<file path="src/rtl/ethhelper_pkg.sv">
// rtl/ethhelper_pkg.sv - shared arbiter state type, default widths and index-width helper
package ethhelper_pkg;

    typedef enum logic {
        ST_IDLE  = 1'b0,
        ST_GRANT = 1'b1
    } arb_state_e;

    localparam int DEF_NUM_REQ    = 5;
    localparam int DEF_DATA_WIDTH = 128;
    localparam int DEF_TIMEOUT    = 1024;
    localparam int DEF_CNT_WIDTH  = 32;

    function automatic int idx_width(input int n);
        return (n > 1) ? $clog2(n) : 1;
    endfunction

endpackage

</file>
<file path="src/rtl/stream_arbiter_if.sv">
// rtl/stream_arbiter_if.sv - requester beats in, merged stream out
interface stream_arbiter_if import ethhelper_pkg::*; #(
    parameter int NUM_REQ    = DEF_NUM_REQ,
    parameter int DATA_WIDTH = DEF_DATA_WIDTH
) ();

    logic [NUM_REQ-1:0]            req_valid;
    logic [NUM_REQ-1:0]            req_in_progress;
    logic [NUM_REQ-1:0]            req_last;
    logic [NUM_REQ*DATA_WIDTH-1:0] req_data;
    logic [NUM_REQ-1:0]            req_ready;

    logic [DATA_WIDTH-1:0]         m_axis_tdata;
    logic                          m_axis_tvalid;
    logic                          m_axis_tlast;
    logic                          m_axis_tready;

    // master is the arbiter side, slave is the requesters plus downstream sink
    modport master (
        input  req_valid, req_in_progress, req_last, req_data, m_axis_tready,
        output req_ready, m_axis_tdata, m_axis_tvalid, m_axis_tlast
    );

    modport slave (
        output req_valid, req_in_progress, req_last, req_data, m_axis_tready,
        input  req_ready, m_axis_tdata, m_axis_tvalid, m_axis_tlast
    );

endinterface

</file>
<file path="src/rtl/stream_arbiter_rr_pick.sv">
// rtl/stream_arbiter_rr_pick.sv - combinational round-robin pick starting after ptr
module rr_pick import ethhelper_pkg::*; #(
    parameter int NUM_REQ = DEF_NUM_REQ,
    parameter int IDX_W   = idx_width(NUM_REQ)
) (
    input  logic [NUM_REQ-1:0] req,
    input  logic [IDX_W-1:0]   ptr,
    output logic [NUM_REQ-1:0] grant_onehot,
    output logic [IDX_W-1:0]   grant_idx
);

    logic             found;
    logic [IDX_W-1:0] cand;

    always_comb begin
        grant_onehot = '0;
        grant_idx    = '0;
        found        = 1'b0;
        cand         = '0;
        for (int k = 1; k <= NUM_REQ; k++) begin
            cand = IDX_W'((int'(ptr) + k) % NUM_REQ);
            if (!found && req[cand]) begin
                found              = 1'b1;
                grant_onehot[cand] = 1'b1;
                grant_idx          = cand;
            end
        end
    end

endmodule

</file>
<file path="src/rtl/stream_arbiter.sv">
// rtl/stream_arbiter.sv - packet-granular round-robin merge of requester streams
module stream_arbiter import ethhelper_pkg::*; #(
    parameter  int NUM_REQ    = DEF_NUM_REQ,
    parameter  int DATA_WIDTH = DEF_DATA_WIDTH,
    parameter  int TIMEOUT    = DEF_TIMEOUT,
    parameter  int CNT_WIDTH  = DEF_CNT_WIDTH,
    localparam int IDX_W      = idx_width(NUM_REQ)
) (
    input  logic                 clk,
    input  logic                 resetn,
    stream_arbiter_if.master     bus,
    output logic [IDX_W-1:0]     grant_id,
    output logic                 busy,
    output logic [CNT_WIDTH-1:0] pkt_count,
    output logic [CNT_WIDTH-1:0] err_count
);

    localparam int STALL_W = $clog2(TIMEOUT + 1);

    arb_state_e           state_q, state_d;
    logic [IDX_W-1:0]     owner_q, owner_d;
    logic [IDX_W-1:0]     last_owner_q, last_owner_d;
    logic [STALL_W-1:0]   stall_q, stall_d;
    logic [CNT_WIDTH-1:0] pkt_q, pkt_d;
    logic [CNT_WIDTH-1:0] err_q, err_d;

    logic [NUM_REQ-1:0]   pick_onehot;
    logic [IDX_W-1:0]     pick_idx;
    logic                 xfer;

    function automatic logic [CNT_WIDTH-1:0] sat_inc(input logic [CNT_WIDTH-1:0] v);
        return (&v) ? v : v + CNT_WIDTH'(1);
    endfunction

    rr_pick #(
        .NUM_REQ (NUM_REQ),
        .IDX_W   (IDX_W)
    ) u_rr_pick (
        .req          (bus.req_valid),
        .ptr          (last_owner_q),
        .grant_onehot (pick_onehot),
        .grant_idx    (pick_idx)
    );

    // Owner's beat is routed straight through so the stream adds no latency
    always_comb begin
        bus.m_axis_tdata  = '0;
        bus.m_axis_tvalid = 1'b0;
        bus.m_axis_tlast  = 1'b0;
        bus.req_ready     = '0;
        if (state_q == ST_GRANT) begin
            bus.m_axis_tdata       = bus.req_data[int'(owner_q)*DATA_WIDTH +: DATA_WIDTH];
            bus.m_axis_tvalid      = bus.req_valid[owner_q];
            bus.m_axis_tlast       = bus.req_last[owner_q];
            bus.req_ready[owner_q] = bus.m_axis_tready;
        end
    end

    always_comb begin
        state_d      = state_q;
        owner_d      = owner_q;
        last_owner_d = last_owner_q;
        stall_d      = stall_q;
        pkt_d        = pkt_q;
        err_d        = err_q;
        xfer         = bus.m_axis_tvalid && bus.m_axis_tready;
        case (state_q)
            ST_IDLE: begin
                if (|pick_onehot) begin
                    state_d = ST_GRANT;
                    owner_d = pick_idx;
                    stall_d = '0;
                end
            end
            ST_GRANT: begin
                if (xfer && bus.m_axis_tlast) begin
                    state_d      = ST_IDLE;
                    owner_d      = '0;
                    last_owner_d = owner_q;
                    stall_d      = '0;
                    pkt_d        = sat_inc(pkt_q);
                end else if (!bus.req_valid[owner_q] && !bus.req_in_progress[owner_q]) begin
                    state_d = ST_IDLE;
                    owner_d = '0;
                    stall_d = '0;
                    err_d   = sat_inc(err_q);
                end else if (xfer) begin
                    stall_d = '0;
                end else if (!bus.m_axis_tvalid) begin
                    // Backpressure with a beat waiting is not a stall, only a silent owner is
                    if (stall_q == STALL_W'(TIMEOUT - 1)) begin
                        state_d = ST_IDLE;
                        owner_d = '0;
                        stall_d = '0;
                        err_d   = sat_inc(err_q);
                    end else begin
                        stall_d = stall_q + STALL_W'(1);
                    end
                end
            end
            default: begin
                state_d = ST_IDLE;
                owner_d = '0;
            end
        endcase
    end

    always_ff @(posedge clk) begin
        if (!resetn) begin
            state_q      <= ST_IDLE;
            owner_q      <= '0;
            last_owner_q <= IDX_W'(NUM_REQ - 1);
            stall_q      <= '0;
            pkt_q        <= '0;
            err_q        <= '0;
        end else begin
            state_q      <= state_d;
            owner_q      <= owner_d;
            last_owner_q <= last_owner_d;
            stall_q      <= stall_d;
            pkt_q        <= pkt_d;
            err_q        <= err_d;
        end
    end

    assign busy      = (state_q == ST_GRANT);
    assign grant_id  = owner_q;
    assign pkt_count = pkt_q;
    assign err_count = err_q;

endmodule
</file>
<file path="src/flat_wrapper.sv">
// flat-port wrapper written by rule: the top's interface ports become plain ports
module stream_arbiter_flat import ethhelper_pkg::*;
#(
    parameter  int NUM_REQ    = DEF_NUM_REQ,
    parameter  int DATA_WIDTH = DEF_DATA_WIDTH,
    parameter  int TIMEOUT    = DEF_TIMEOUT,
    parameter  int CNT_WIDTH  = DEF_CNT_WIDTH,
    localparam int IDX_W      = idx_width(NUM_REQ)
)
  (clk, resetn, grant_id, busy, pkt_count, err_count, bus_req_valid, bus_req_in_progress, bus_req_last, bus_req_data, bus_m_axis_tready, bus_req_ready, bus_m_axis_tdata, bus_m_axis_tvalid, bus_m_axis_tlast);
  stream_arbiter_if #(.NUM_REQ(NUM_REQ), .DATA_WIDTH(DATA_WIDTH)) bus_i ();
  input  logic clk;
  input  logic resetn;
  output logic [IDX_W-1:0] grant_id;
  output logic busy;
  output logic [CNT_WIDTH-1:0] pkt_count;
  output logic [CNT_WIDTH-1:0] err_count;
  input wire logic [$bits(bus_i.req_valid)-1:0] bus_req_valid;
  input wire logic [$bits(bus_i.req_in_progress)-1:0] bus_req_in_progress;
  input wire logic [$bits(bus_i.req_last)-1:0] bus_req_last;
  input wire logic [$bits(bus_i.req_data)-1:0] bus_req_data;
  input wire logic [$bits(bus_i.m_axis_tready)-1:0] bus_m_axis_tready;
  output wire logic [$bits(bus_i.req_ready)-1:0] bus_req_ready;
  output wire logic [$bits(bus_i.m_axis_tdata)-1:0] bus_m_axis_tdata;
  output wire logic [$bits(bus_i.m_axis_tvalid)-1:0] bus_m_axis_tvalid;
  output wire logic [$bits(bus_i.m_axis_tlast)-1:0] bus_m_axis_tlast;
  assign bus_i.req_valid = bus_req_valid;
  assign bus_i.req_in_progress = bus_req_in_progress;
  assign bus_i.req_last = bus_req_last;
  assign bus_i.req_data = bus_req_data;
  assign bus_i.m_axis_tready = bus_m_axis_tready;
  assign bus_req_ready = bus_i.req_ready;
  assign bus_m_axis_tdata = bus_i.m_axis_tdata;
  assign bus_m_axis_tvalid = bus_i.m_axis_tvalid;
  assign bus_m_axis_tlast = bus_i.m_axis_tlast;
  stream_arbiter #(.NUM_REQ(NUM_REQ), .DATA_WIDTH(DATA_WIDTH), .TIMEOUT(TIMEOUT), .CNT_WIDTH(CNT_WIDTH)) u_core (.clk(clk), .resetn(resetn), .bus(bus_i), .grant_id(grant_id), .busy(busy), .pkt_count(pkt_count), .err_count(err_count));
endmodule
</file>
<file path="config.mk">
export PLATFORM = sky130hd
export DESIGN_NAME = stream_arbiter_flat
export DESIGN_NICKNAME = d
export VERILOG_FILES = /design/src/rtl/ethhelper_pkg.sv /design/src/rtl/stream_arbiter_if.sv /design/src/rtl/stream_arbiter_rr_pick.sv /design/src/rtl/stream_arbiter.sv /design/src/flat_wrapper.sv
export SDC_FILE = /design/constraint.sdc
export NUM_CORES = 1
export LEC_CHECK = 0
export ABC_AREA = 1
export CORE_AREA = 3 3 338 340
export CTS_CLUSTER_DIAMETER = 50
export DETAILED_ROUTE_END_ITERATION = 10
export DIE_AREA = 0 0 341 343
export RECOVER_POWER = 25
export SLEW_MARGIN = 5
export SYNTH_ARGS = -nofsm -noshare
export SYNTH_HDL_FRONTEND = slang
export SYNTH_SLANG_ARGS = --single-unit
</file>
<file path="constraint.sdc">
create_clock -name clk -period 4.5 [get_ports clk]
set_input_delay 0.9 -clock clk [delete_from_list [all_inputs] [get_ports clk]]
set_output_delay 0.9 -clock clk [all_outputs]
set_load 0.1 [all_outputs]
</file>
Word level (Yosys, flattened, before mapping)
Cells that the tools add are included.
- bits in registers: 82
- output and inout bits: 203
- word-level logic and storage cells: 148
- bitwise gates (word level): 8
- multiplexer cells: 72
- add/sub/neg operators: 8
- $lt $le $gt $ge: 12
- reductions and logical operators: 28
- equality and inequality tests: 8
- divide/modulo/power cells: 5
- shift operators: 1
- operator list (kind ; count):
    indexed part select 640 x 11 -> 128 bit ; 1
    remainder unit 32 x 4 -> 32 bit, second input constant ; 5
    2-to-1 mux 32 bit ; 5
    2-to-1 mux 128 bit ; 1
    2-to-1 mux 11 bit ; 6
    adder 32 x 1 -> 32 bit, second input constant ; 2
    AND reduction 32 bit ; 2
    2-to-1 mux 3 bit ; 11
    2-to-1 mux 5 bit ; 6
    2-to-1 mux 1 bit ; 26
    binary-select mux 1 bit (select 3 bit) ; 8
    < comparator 3 x 4 -> 1 bit, second input constant ; 6
    one-hot mux 11 bit (2 select lines) ; 1
    bitwise OR 5 bit ; 4
    demux 1 bit (select 3 bit) ; 6
    greater-or-equal comparator 3 x 1 -> 1 bit, second input constant ; 6
    logical AND 1 bit ; 13
    inequality test 4 bit, second input constant ; 3
    adder 11 x 1 -> 11 bit, second input constant ; 1
    equality test 11 x 10 -> 1 bit, second input constant ; 1
    adder 3 x 2 -> 4 bit, second input constant ; 2
    adder 3 x 3 -> 4 bit, second input constant ; 2
    zero test 1 bit ; 6
    one-hot mux 3 bit (2 select lines) ; 1
    13 further kinds ; 17

Longest topological paths before layout
- depth after elaboration: 20
- mapped depth: 33

Hierarchy
Synthesis repeated with hierarchy kept, for this count alone.
- cells, all modules: 2101
- area, all modules: 11015.6 um2
- by module, submodules not included (module ; cells each ; sequential area each (um2) ; times used ; area an instance (um2)):
    stream_arbiter ; 1786 ; 1641.6 ; 1 ; 9321.4
    rr_pick ; 315 ; 0.0 ; 1 ; 1694.1

Worst setup path after synthesis
Ideal clock, no wire load.
- path kind: reg2out
- start point: reg u_core.owner_q[1], in the netlist u_core.grant_id[1]
- end point: out bus_m_axis_tdata[107]
- buffers on the path: 2
- arrival time: 3.656 ns
- path slack: -0.056 ns
- data required time: 3.600 ns
- cell stages (with the launch flop): 7
- cell sequence: dfxtp_1 > nand3_1 > inv_2 > clkbuf_1 > clkbuf_1 > a22oi_1 > a41oi_1
- cells in the longest elaborated chain, start to end: 2
- RTL lines (element ; RTL line ; text):
    from (decl) ; stream_arbiter.sv:21 ; logic [IDX_W-1:0] owner_q, owner_d;
    from (signal assigned) ; stream_arbiter.sv:118 ; owner_q <= owner_d;
    indexed part select 640 x 11 -> 128 bit ; stream_arbiter.sv:52 ; bus.m_axis_tdata = bus.req_data[int'(owner_q)*DATA_WIDTH +: DATA_WIDTH];
    2-to-1 mux 128 bit ; stream_arbiter.sv:51 ; if (state_q == ST_GRANT) begin
    to (decl) ; flat_wrapper.sv:24 ; output wire logic [$bits(bus_i.m_axis_tdata)-1:0] bus_m_axis_tdata;
Every way passes these cells.

Final worst setup path
- start point: in bus_req_valid[4]
- end point: reg u_core.pkt_q[30], in the netlist u_core.pkt_count[30]
- cells in the longest elaborated chain, start to end: 6
- RTL lines (element ; RTL line ; text):
    from (decl) ; flat_wrapper.sv:18 ; input wire logic [$bits(bus_i.req_valid)-1:0] bus_req_valid;
    binary-select mux 1 bit (select 3 bit) ; stream_arbiter.sv:53 ; bus.m_axis_tvalid = bus.req_valid[owner_q];
    2-to-1 mux 1 bit (not written as such) ; stream_arbiter.sv:53 ;
    2-to-1 mux 1 bit ; stream_arbiter.sv:51 ;
    logical AND 1 bit ; stream_arbiter.sv:66 ; xfer = bus.m_axis_tvalid && bus.m_axis_tready;
    logical AND 1 bit ; stream_arbiter.sv:76 ; if (xfer && bus.m_axis_tlast) begin
    AND reduction 3 bit (no line) ; - ;
    to (signal assigned) ; stream_arbiter.sv:121 ; pkt_q <= pkt_d;
    to (decl) ; stream_arbiter.sv:24 ; logic [CNT_WIDTH-1:0] pkt_q, pkt_d;
Every way passes these cells. The select of a mux whose other input is x is not followed.
A chain may end at the register's enable or synchronous reset.

==> reports/qor.txt <==
Status: finished with violations
Failing checks: capacitance limit, slew limit
Area growth syn-to-layout: 110%
DRT iter0 DRCs: 1343
Share of layout cells above drive strength 1: 0.164
Reg2reg start: u_core.last_owner_q[0]
Die Width: 341 um
Largest net degree at the start of global routing: 100
Post-synth net total: 2429
WP data required: 4.76 ns
R2R Path End: u_core.stall_q[7]
# setup viols final: 0
H-tree levels: 3
Final Hold Vio Count: 0
Synth Register Bits: 82
Worst path max stage delay: 0.75 ns
IO Pins: 861
Library cells used by synthesis: 49
Gpl congestion: 0.974
RSZ-0062 raised after global routing: no
Asr flop ratio synth: 0
Synth Cell Area: 10300 sq um
Hold crit path type: reg2reg
DR DRC count: 0
Routed wire length: 127 mm
Post-synth EDFFs: 0
Row cnt: 123
Max Freq: 240 MHz
CP endpoint: u_core.pkt_count[30]
Clock Pin Slew Worst Setup and Hold Paths: 0.07 ns
Placed instance count: 4026
Top-count cell post-synth: nand2_1
Most frequent cells after synthesis: nand2_1, inv_1, a22oi_1, a41oi_1, nor2_1
Sequential share of the synthesized area: 0.159
Crit share post-route: 0.924
Synth area leader: nand2_1
Cells after synthesis: 1742
Max Cap Viol: 1
Drt first pass iters: 7
Global-route wire length before repair: 158 mm
Post-synth top flop: dfxtp_1
TritonCTS clock tree: yes
R2R Setup Slk: 0.39 ns
Worst path arrival time: 4.42 ns
Final Max Tran Viols: 1
Worst vdd ir: 0.345 mV
Initial antenna violation count: 184
Worst Setup End Kind: flop
Global-route usage over all layers: 0.205
Crit path max-delay cell type: dlygate4sd3_1
DRT antenna net count: 0
Via density: 4.17
Mapped Avg Cell Area: 5.92 sq um
Setup TNS Final: 0 ns
Total gr overflow: 0
Initial core utilization: 0.0922
Die height: 343 um
CTS Buf Count: 9
Worst skew pair latency: 0.37 ns
Leak Pwr: 7.43 nW
Worst path cell trace: dlygate4sd3_1, inv_1, o22ai_1, or2_4, inv_2, nor2_2, inv_2, nor2_1, nand2_1, clkinv_2, nand2_2, nor2_2, nand3_1, or2_1, nor2_1, a21oi_1, o21a_1
WL/cell: 31.1 um
Non-filler instance count after layout: 4099
Setup Skew: 0.0119 ns
CP Launch Type: input port
Critical-path maximum fanout: 10
YS warnings: 0
DIE AREA: 117000 sq um
Nets: 3224
Yosys top cell area share: 0.219
Vias in the first global route: 16015
HPWL Detailed: 114 mm
CTS Root Cell: clkbuf_16
Clk buf depth: 2
Port Buf Inserts: 860
Worst Tran Pin Value: 1.58 ns
Vias: 17091
CTS sink cnt: 82
Pwr per Cell Area: 471 nW/um^2
Placeable Area: 112000 sq um
R2R depth: 30
Setup Fix Bufs, Post-CTS: 0
Crit Path Category: in2reg
Max-slew headroom: -0.0489
Synth area leaders: nand2_1, dfxtp_1, a41oi_1
Setup crit start: bus_req_valid[4]
Period minus WS final: 4.16 ns
[how the worst min path moves through the flow]
stage	startpoint	cells after the start	endpoint	slack (ns)
finish	u_core.pkt_count[19]	2	u_core.pkt_count[19]	0.49
global route	u_core.pkt_count[19]	2	u_core.pkt_count[19]	0.53
CTS	u_core.pkt_count[19]	2	u_core.pkt_count[19]	0.49
detailed placement	u_core.pkt_count[19]	2	u_core.pkt_count[19]	0.48
global placement	u_core.pkt_count[19]	2	u_core.pkt_count[19]	0.47
floorplan	u_core.stall_q[9]	2	u_core.stall_q[9]	0.46
[sequential cells by signal, indices dropped and copies added, names as in the netlist]
| signal | count |
|---|---|
| u_core.err_count | 32 |
| u_core.pkt_count | 32 |
| u_core.stall_q | 11 |
| u_core.grant_id | 3 |
| u_core.last_owner_q | 3 |
| u_core.busy | 1 |
[cell families after synthesis]
logic type | after synthesis | share of synthesized area
xor gates and xnor gates | 13 | 0.0110
adders and majority gates | 29 | 0.0352
AOI/OAI and AO/OA | 388 | 0.271
buffers and inverters | 268 | 0.101
DFF | 82 | 0.159
and+or+nand+nor | 962 | 0.423
[per-layer routing]
| metal | vias up | GRT usage | wire length (um) |
|---|---|---|---|
| met5 | - | 0.00817 | 482 |
| met4 | 74 | 0.0771 | 4560 |
| met3 | 283 | 0.135 | 17700 |
| met2 | 1030 | 0.306 | 54500 |
| met1 | 7995 | 0.231 | 50200 |
| li1 | 7709 | - | - |
[where the power goes]
| group | internal [mW] | switching (mW) | total (mW) |
|---|---|---|---|
| Sequential | 0.785 | 0.0711 | 0.856 |
| Clock | 0.398 | 0.376 | 0.773 |
| Combinational | 2.11 | 6.48 | 8.59 |
| Total | 3.29 | 6.93 | 10.2 |
[worst max-delay path: cells and delay by family]
kind                   cells  cell delay (ns)
AO/OA/AOI/OAI              3             0.35
buffers and inverters      5             1.14
AND/OR/NAND/NOR            9             2.02
[layout make-up]
cell class	instances	area (sq um)
Antenna cell	57	143
Clock buffer	9	225
Sequential cell	82	1640
Clock inverter	7	81.3
Fill cell	12792	90200
Multi-Input combinational cell	1392	8550
Timing Repair Buffer	885	8530
Inverter	167	663
Tap cell	1500	1880
[what timing repair did]
action	CTS	global route
endpoints found under the setup margin	0	6
resized for setup	0	1
hold buffers	0	0
[cell usage in the layout, fill, tap and decap left out, drive strengths merged, types with 2 or more instances in the layout]
master / count
a41oi: 129
a31oi: 3
nor3b: 7
nor2: 117
dlygate4sd3: 60
diode: 57
nand4: 21
clkinv: 3
o21ai: 49
and3: 4
inv: 171
ha: 29
nor4: 14
o211ai: 3
clkbuf: 12
a21oi: 65
buf: 161
xnor2: 2
o21a: 5
clkdlybuf4s50: 661
dfxtp: 82
o22ai: 2
or2: 6
nand2: 648
nor3: 41
a22oi: 129
nand3: 100
xor2: 11
nand3b: 3
[metrics by stage]
step	area (sq um)	hold slack [ns]	worst slack, ns	utilization	total power, mW
after floorplan	11200	0.462	0.0214	-	6.84
after global placement	21300	0.471	0.473	0.190	9.44
after detailed placement	21300	0.480	0.355	0.190	9.44
after CTS	21600	0.492	0.346	0.193	10.3
after global routing	21600	0.527	0.0131	0.193	10.7
final	21700	0.485	0.341	0.194	10.2
(Power assumes the default switching activity.)
